`src/rtl/msdap_main_ctrl.sv`:
```
// msdap_main_ctrl: sequences the MSDAP core through clear, Rj load, coefficient load, sample
//    processing and sleep, driving memory write strobes and the compute-unit start pulse.
// Latency: word_valid at cycle t -> write enable/address valid at t+1, mac_start at t+2.
// Backpressure: none; InReady advertises acceptance, and a word arriving while a sample is
//    still being computed is processed anyway and flags the sticky overrun bit.
//
// Ports:
//    Sclk, Reset_n          clock, asynchronous active-low reset
//    Start                  synchronous full re-initialisation (also forgets the loaded config)
//    word_valid, word_zero  word-pair strobe from the deserialisers, and "both words are zero"
//    mac_done               compute unit finished the current sample
//    InReady                chip accepts words (every state except CLEAR)
//    rj_we, coef_we         Rj / coefficient memory write enables, address on wr_addr
//    data_we, data_clr      data memory write (at data_ptr) / clear (at wr_addr)
//    wr_addr, data_ptr      load/clear address, ring index of the newest sample
//    mac_start              start computing the sample at data_ptr
//    sleep, overrun, state  status and debug

module msdap_main_ctrl #(
   parameter int RJ_DEPTH   = 16,
   parameter int COEF_DEPTH = 512,
   parameter int DATA_DEPTH = 256,
   parameter int ZERO_RUN   = 800
) (
   input  logic       Sclk,
   input  logic       Reset_n,
   input  logic       Start,
   input  logic       word_valid,
   input  logic       word_zero,
   input  logic       mac_done,
   output logic       InReady,
   output logic       rj_we,
   output logic       coef_we,
   output logic       data_we,
   output logic       data_clr,
   output logic [8:0] wr_addr,
   output logic [7:0] data_ptr,
   output logic       mac_start,
   output logic       sleep,
   output logic       overrun,
   output logic [3:0] state
);

   typedef enum logic [3:0] {
      CLEAR     = 4'd0,
      WAIT_RJ   = 4'd1,
      READ_RJ   = 4'd2,
      WAIT_COEF = 4'd3,
      READ_COEF = 4'd4,
      WAIT_DATA = 4'd5,
      WORKING   = 4'd6,
      SLEEP     = 4'd7
   } state_t;

   localparam int ZW = $clog2(ZERO_RUN + 1);

   localparam logic [8:0]    RJ_LAST   = 9'(RJ_DEPTH - 1);
   localparam logic [8:0]    COEF_LAST = 9'(COEF_DEPTH - 1);
   localparam logic [8:0]    CLR_LAST  = 9'(DATA_DEPTH - 1);
   localparam logic [7:0]    PTR_LAST  = 8'(DATA_DEPTH - 1);
   localparam logic [ZW-1:0] ZMAX      = ZW'(ZERO_RUN);

   state_t        state_q, state_d;
   logic [8:0]    wr_addr_q, wr_addr_d;
   logic [7:0]    data_ptr_q, data_ptr_d;
   logic [ZW-1:0] zcnt_q, zcnt_d;
   logic          seen_q, seen_d;          // at least one sample written since CLEAR
   logic          outst_q, outst_d;        // a sample is with the compute unit
   logic          mac_req_q, mac_req_d;    // delays mac_start one cycle behind data_we
   logic          rj_we_q, rj_we_d;
   logic          coef_we_q, coef_we_d;
   logic          data_we_q, data_we_d;
   logic          data_clr_q, data_clr_d;
   logic          mac_start_q, mac_start_d;
   logic          in_ready_q, in_ready_d;
   logic          sleep_q, sleep_d;
   logic          overrun_q, overrun_d;
   logic          cfg_loaded_q, cfg_loaded_d;
   logic          proc_word;
   logic [8:0]    addr_inc;

   assign addr_inc = wr_addr_q + 9'd1;

   always_comb begin
      state_d      = state_q;
      wr_addr_d    = wr_addr_q;
      data_ptr_d   = data_ptr_q;
      zcnt_d       = zcnt_q;
      seen_d       = seen_q;
      // mac_done retires the outstanding sample before the overrun check below
      outst_d      = outst_q & ~mac_done;
      overrun_d    = overrun_q;
      cfg_loaded_d = cfg_loaded_q;
      mac_req_d    = 1'b0;
      rj_we_d      = 1'b0;
      coef_we_d    = 1'b0;
      data_we_d    = 1'b0;
      data_clr_d   = 1'b0;
      mac_start_d  = mac_req_q & ~Start;
      proc_word    = 1'b0;

      if (word_valid && outst_q && !mac_done) begin
         overrun_d = 1'b1;
      end

      if (Start) begin
         // Start outranks any word arriving in the same cycle
         state_d      = CLEAR;
         wr_addr_d    = 9'd0;
         cfg_loaded_d = 1'b0;
         overrun_d    = 1'b0;
         outst_d      = 1'b0;
         data_ptr_d   = 8'd0;
         zcnt_d       = '0;
         seen_d       = 1'b0;
      end else begin
         unique case (state_q)
            CLEAR: begin
               data_ptr_d = 8'd0;
               zcnt_d     = '0;
               seen_d     = 1'b0;
               outst_d    = 1'b0;
               // data_clr low inside CLEAR means the sweep has not begun yet
               if (!data_clr_q) begin
                  data_clr_d = 1'b1;
                  wr_addr_d  = 9'd0;
               end else if (wr_addr_q == CLR_LAST) begin
                  wr_addr_d = 9'd0;
                  state_d   = cfg_loaded_q ? WAIT_DATA : WAIT_RJ;
               end else begin
                  data_clr_d = 1'b1;
                  wr_addr_d  = addr_inc;
               end
            end
            WAIT_RJ: begin
               if (word_valid) begin
                  rj_we_d   = 1'b1;
                  wr_addr_d = 9'd0;
                  state_d   = (RJ_LAST == 9'd0) ? WAIT_COEF : READ_RJ;
               end
            end
            READ_RJ: begin
               if (word_valid) begin
                  rj_we_d   = 1'b1;
                  wr_addr_d = addr_inc;
                  if (addr_inc == RJ_LAST) begin
                     state_d = WAIT_COEF;
                  end
               end
            end
            WAIT_COEF: begin
               if (word_valid) begin
                  coef_we_d = 1'b1;
                  wr_addr_d = 9'd0;
                  if (COEF_LAST == 9'd0) begin
                     cfg_loaded_d = 1'b1;
                     state_d      = WAIT_DATA;
                  end else begin
                     state_d = READ_COEF;
                  end
               end
            end
            READ_COEF: begin
               if (word_valid) begin
                  coef_we_d = 1'b1;
                  wr_addr_d = addr_inc;
                  if (addr_inc == COEF_LAST) begin
                     cfg_loaded_d = 1'b1;
                     state_d      = WAIT_DATA;
                  end
               end
            end
            WAIT_DATA: begin
               if (word_valid) begin
                  proc_word = 1'b1;
                  state_d   = WORKING;
               end
            end
            WORKING: begin
               proc_word = word_valid;
               // Sleep once the sample completing the zero run is computed, unless a
               // nonzero word arriving in that same cycle breaks the run.
               if (mac_done && zcnt_q == ZMAX && !(word_valid && !word_zero)) begin
                  state_d = SLEEP;
               end
            end
            SLEEP: begin
               if (word_valid && !word_zero) begin
                  proc_word = 1'b1;
                  state_d   = WORKING;
               end
            end
            default: state_d = CLEAR;
         endcase

         if (proc_word) begin
            data_we_d = 1'b1;
            mac_req_d = 1'b1;
            outst_d   = 1'b1;
            seen_d    = 1'b1;
            // the first sample after CLEAR lands at index 0 without advancing
            if (seen_q) begin
               data_ptr_d = (data_ptr_q == PTR_LAST) ? 8'd0 : data_ptr_q + 8'd1;
            end
            if (!word_zero) begin
               zcnt_d = '0;
            end else if (zcnt_q != ZMAX) begin
               zcnt_d = zcnt_q + ZW'(1);
            end
         end
      end

      in_ready_d = (state_d != CLEAR);
      sleep_d    = (state_d == SLEEP);
   end

   always_ff @(posedge Sclk or negedge Reset_n) begin
      if (!Reset_n) begin
         state_q     <= CLEAR;
         wr_addr_q   <= 9'd0;
         data_ptr_q  <= 8'd0;
         zcnt_q      <= '0;
         seen_q      <= 1'b0;
         outst_q     <= 1'b0;
         mac_req_q   <= 1'b0;
         rj_we_q     <= 1'b0;
         coef_we_q   <= 1'b0;
         data_we_q   <= 1'b0;
         data_clr_q  <= 1'b0;
         mac_start_q <= 1'b0;
         in_ready_q  <= 1'b0;
         sleep_q     <= 1'b0;
         overrun_q   <= 1'b0;
      end else begin
         state_q     <= state_d;
         wr_addr_q   <= wr_addr_d;
         data_ptr_q  <= data_ptr_d;
         zcnt_q      <= zcnt_d;
         seen_q      <= seen_d;
         outst_q     <= outst_d;
         mac_req_q   <= mac_req_d;
         rj_we_q     <= rj_we_d;
         coef_we_q   <= coef_we_d;
         data_we_q   <= data_we_d;
         data_clr_q  <= data_clr_d;
         mac_start_q <= mac_start_d;
         in_ready_q  <= in_ready_d;
         sleep_q     <= sleep_d;
         overrun_q   <= overrun_d;
      end
   end

   // Loaded configuration survives Reset_n so a mid-stream reset skips the reload;
   // only Start forgets it.
   always_ff @(posedge Sclk) begin
      cfg_loaded_q <= cfg_loaded_d;
   end

   assign InReady   = in_ready_q;
   assign rj_we     = rj_we_q;
   assign coef_we   = coef_we_q;
   assign data_we   = data_we_q;
   assign data_clr  = data_clr_q;
   assign wr_addr   = wr_addr_q;
   assign data_ptr  = data_ptr_q;
   assign mac_start = mac_start_q;
   assign sleep     = sleep_q;
   assign overrun   = overrun_q;
   assign state     = state_q;

endmodule
```
`config.mk`:
```
export PLATFORM = sky130hd
export DESIGN_NAME = msdap_main_ctrl
export DESIGN_NICKNAME = d
export VERILOG_FILES = /design/src/rtl/msdap_main_ctrl.sv
export SDC_FILE = /design/constraint.sdc
export NUM_CORES = 1
export LEC_CHECK = 0
export ABC_AREA = 1
export CORE_ASPECT_RATIO = 0.7
export CORE_MARGIN = 2
export CORE_UTILIZATION = 43
export CTS_CLUSTER_DIAMETER = 200
export DETAILED_ROUTE_END_ITERATION = 8
export PLACE_DENSITY = 0.67
export REMOVE_ABC_BUFFERS = 1
export SYNTH_ARGS = -nofsm -noshare
export SYNTH_HDL_FRONTEND = slang
export SYNTH_SLANG_ARGS = --single-unit
```
`constraint.sdc`:
```
create_clock -name Sclk -period 3.6 [get_ports Sclk]
set_input_delay 0.36 -clock Sclk [delete_from_list [all_inputs] [get_ports Sclk]]
set_output_delay 0.36 -clock Sclk [all_outputs]
set_load 0.03 [all_outputs]
```
==> results.json <==
{
  "status": "finished clean",
  "regToRegStartpoint": "wr_addr[0]$_DFFE_PN0P_",
  "cts_sinks": 42,
  "min_period_ns": 2.15,
  "rr_worst_depth": 15,
  "diodes": 0,
  "grt_pass1_vias": 2123,
  "synth-compound-area-share_pct": 14.1,
  "post_drt_wl_per_cell_um": 13.1,
  "r2r-end": "sleep$_DFF_PN0_",
  "leakage_nw": 1.37,
  "syn_inst": 340,
  "numCtsBuffers": 5,
  "p_int_uw": 694,
  "synth_top_family_by_area": "simple AND/OR/NAND/NOR gates",
  "worst_slew_pin_slew_ns": 0.924,
  "start_util_pct": 44.7,
  "fin_crit_sh_pct": 59.6,
  "grt_pass1_wl_um": 10100,
  "setup_violations": 0,
  "num-fill-cells": 543,
  "antenna_found_initial": 0,
  "ys_seq_area_share_pct": 40.7,
  "grt_max_degree": 42,
  "synth_edf_count": 0,
  "drtIter0Drc": 154,
  "crit_path_frequent_cell": "nand2_1",
  "power.share.clock_pct": 41.7,
  "vias_per_cell": 5.01,
  "track_usage_pct": 20.0,
  "cts_root_buffer": "clkbuf_8",
  "cp_max_fo": 6,
  "dp_hpwl_um": 4440,
  "synth_xor_area_share_pct": 0.340,
  "synth_area_per_cell_um2": 7.57,
  "comb_power_share_pct": 6.2,
  "finalHoldViolations": 0,
  "power_switching_uw": 221,
  "final_util_pct": 54.1,
  "clk_pin_slew_ns": 0.09,
  "max_cap_violations": 0,
  "grt_util_met3_pct": 3.70,
  "synthArstFlopShare_pct": 97.6,
  "rsz0062_at_grt": "no",
  "start_kind": "flop",
  "synthMuxAreaShare_pct": 0,
  "crit_end": "sleep$_DFF_PN0_",
  "crit_required_ns": 3.85,
  "clkLatencyLatePin_ns": 0.30,
  "cts_tree": "done",
  "wirelength_um": 6010,
  "sw_frac_of_total_pct": 24.2,
  "hold_path_class": "in -> async",
  "irDropWorstVdd_mv": 0.183,
  "die_w_um": 96.4,
  "rows": 23,
  "seq_power_share_pct": 52.1,
  "grt.overflow.total": 0,
  "io_buffers": 34,
  "cts_max_level": 2,
  "yosys.area_share.simple_pct": 32.9,
  "worst_clock_skew_ns": 0.00648,
  "num_io_pins": 35,
  "top_usage_layer": "met2",
  "power_uw": 915,
  "post_cts_buffers": 0,
  "drt_drc_violations_left": 0,
  "r2r_slack_ns": 1.45,
  "die-area_um2": 6630,
  "synth-adder-area-share_pct": 3.40,
  "grtUsageMet1_pct": 29.1,
  "syn_to_final_growth_pct": 21.1,
  "synthesis.area_um2": 2570,
  "core_area_um2": 5760,
  "ant_nets": 0,
  "ys_ff_latch": 42,
  "crit_arrival_ns": 2.40,
  "worstSetupStartpoint": "wr_addr[0]$_DFFE_PN0P_",
  "drt_first_pass_iters": 4,
  "p_per_area_nw_per_um2": 294,
  "slew_viol_final": 0,
  "grt_use_met2_pct": 30.5,
  "ys_types": 39,
  "die-height_um": 68.7,
  "nNetsFinal": 394,
  "critPathKind": "reg -> reg",
  "synth_warnings": 0,
  "fmax_mhz": 466,
  "ctsHoldBuffers": 0,
  "critPathSlowestCell": "dfrtp_1",
  "setup_tns_ns": 0,
  "slew_headroom_pct": 38.4,
  "drive_gt1_share_pct": 13.6,
  "cp-end-kind": "flop",
  "synth_ff_type": "dfrtp_1",
  "cts_resized": 0,
  "crit_path_cell_trace": "ha_1, nand2_1, nor2_1, nand2_1, nor2_1, ha_1, nand2_1, inv_1, nand2_1, nor2_1, nor2_1, a21oi_2, and2_1, nand2_1, inv_1",
  "slowest_delay_ns": 0.45,
  "vias": 2290,
  "clockBufferDepth": 2,
  "place.gp.congestion": 0.875
}
==> worst max-delay path, delay by kind of cell (launching register included) <==
| kind | cells | cell delay (ns) |
|---|---|---|
| flops | 1 | 0.45 |
| fa+ha+maj | 2 | 0.45 |
| simple gates | 10 | 0.92 |
| compound gates | 1 | 0.15 |
| buf+inv | 2 | 0.12 |
==> worst min-delay path by stage <==
stage                              start  slack (ns)  cells past startpoint                        end
2_1_floorplan                    Reset_n        0.06                      0          InReady$_DFF_PN0_
3_3_place_gp   cfg_loaded_q$_SDFFE_PP0P_        0.48                      2  cfg_loaded_q$_SDFFE_PP0P_
3_5_place_dp   cfg_loaded_q$_SDFFE_PP0P_        0.47                      2  cfg_loaded_q$_SDFFE_PP0P_
4_1_cts                          Reset_n        0.23                      1            rj_we$_DFF_PN0_
5_1_grt                          Reset_n        0.26                      1            rj_we$_DFF_PN0_
6_report                         Reset_n        0.18                      1         state[1]$_DFF_PN0_
==> kinds of logic after synthesis <==
logic type / after synthesis
AOI/OAI and AO/OA: 56
buffers and inverters: 58
xor gates and xnor gates: 1
other: 1
DFF: 42
adders and majority gates: 7
and+or+nand+nor: 175
==> power groups by stage <==
stage	Combinational (mW)	Clock, mW	Sequential (mW)
CTS	0.0582	0.387	0.476
global placement	0.0587	0	0.486
finish	0.0571	0.381	0.476
floorplan	0.0231	0	0.489
global route	0.0637	0.404	0.477
detailed placement	0.0582	0	0.486
==> layer usage <==
| layer | part of all wire (%) | wire length (um) |
|---|---|---|
| met5 | 0 | 0 |
| met4 | 1.0 | 60 |
| met3 | 5.7 | 340 |
| met2 | 43 | 2560 |
| met1 | 51 | 3050 |
==> cell usage in the layout, fill, tap and decap left out, drive strengths merged <==
| master | instances |
|---|---|
| inv | 56 |
| nand4 | 6 |
| clkdlybuf4s50 | 33 |
| clkinv | 3 |
| or2 | 1 |
| a22o | 1 |
| nor2 | 50 |
| dfrtp | 41 |
| buf | 2 |
| nand2 | 84 |
| o22ai | 5 |
| a21oi | 19 |
| a22oi | 1 |
| o31ai | 1 |
| o21bai | 1 |
| nand3 | 23 |
| dfxtp | 1 |
| and2 | 1 |
| nor3b | 1 |
| o21ai | 24 |
| a31oi | 2 |
| a2bb2oi | 1 |
| ha | 7 |
| a211oi | 1 |
| clkbuf | 5 |
| xor2 | 1 |
| nor3 | 9 |
| conb | 1 |
| bufinv | 1 |
==> layout make-up <==
type | count | area [um2] | area share (%)
tap | 75 | 93.8 | 3.01
inverter | 57 | 215 | 6.91
clock inverter | 3 | 40.0 | 1.29
clock buffer | 5 | 68.8 | 2.21
timing repair buffer | 35 | 343 | 11.0
sequential | 42 | 1050 | 33.6
multi-input combinational | 240 | 1310 | 42.0
==> per-stage QoR <==
step	cell area (um2)	setup slack [ns]	hold slack [ns]	instances
finish	3110	1.45	0.183	457
global route	3110	1.17	0.261	457
CTS	3110	1.46	0.226	457
detailed placement	3010	1.49	0.467	449
global placement	3010	1.58	0.480	449
floorplan	2570	1.48	0.0644	339
==> cell usage after synthesis, drive strengths merged (2+ instances only) <==
library cell  count  area, um2
o22ai             5       56.3
dfrtp            41       1030
nor3              9       45.0
a31oi             2       12.5
nand4             6       37.5
nand2            84        372
nand3            23        120
nor2             50        251
o21ai            24        146
a21oi            19       98.9
inv              56        210
ha                7       87.6
==> sequential cells by signal, summed over array words and instances, names as in the netlist <==
name and cells:
wr_addr 9, seen_q 1, outst_q 1, state 4
data_clr 1, InReady 1, data_we 1, rj_we 1
sleep 1, data_ptr 8, cfg_loaded_q 1, coef_we 1
zcnt_q 10, overrun 1, mac_start 1
Note: power is estimated with default switching activity, not from simulation.
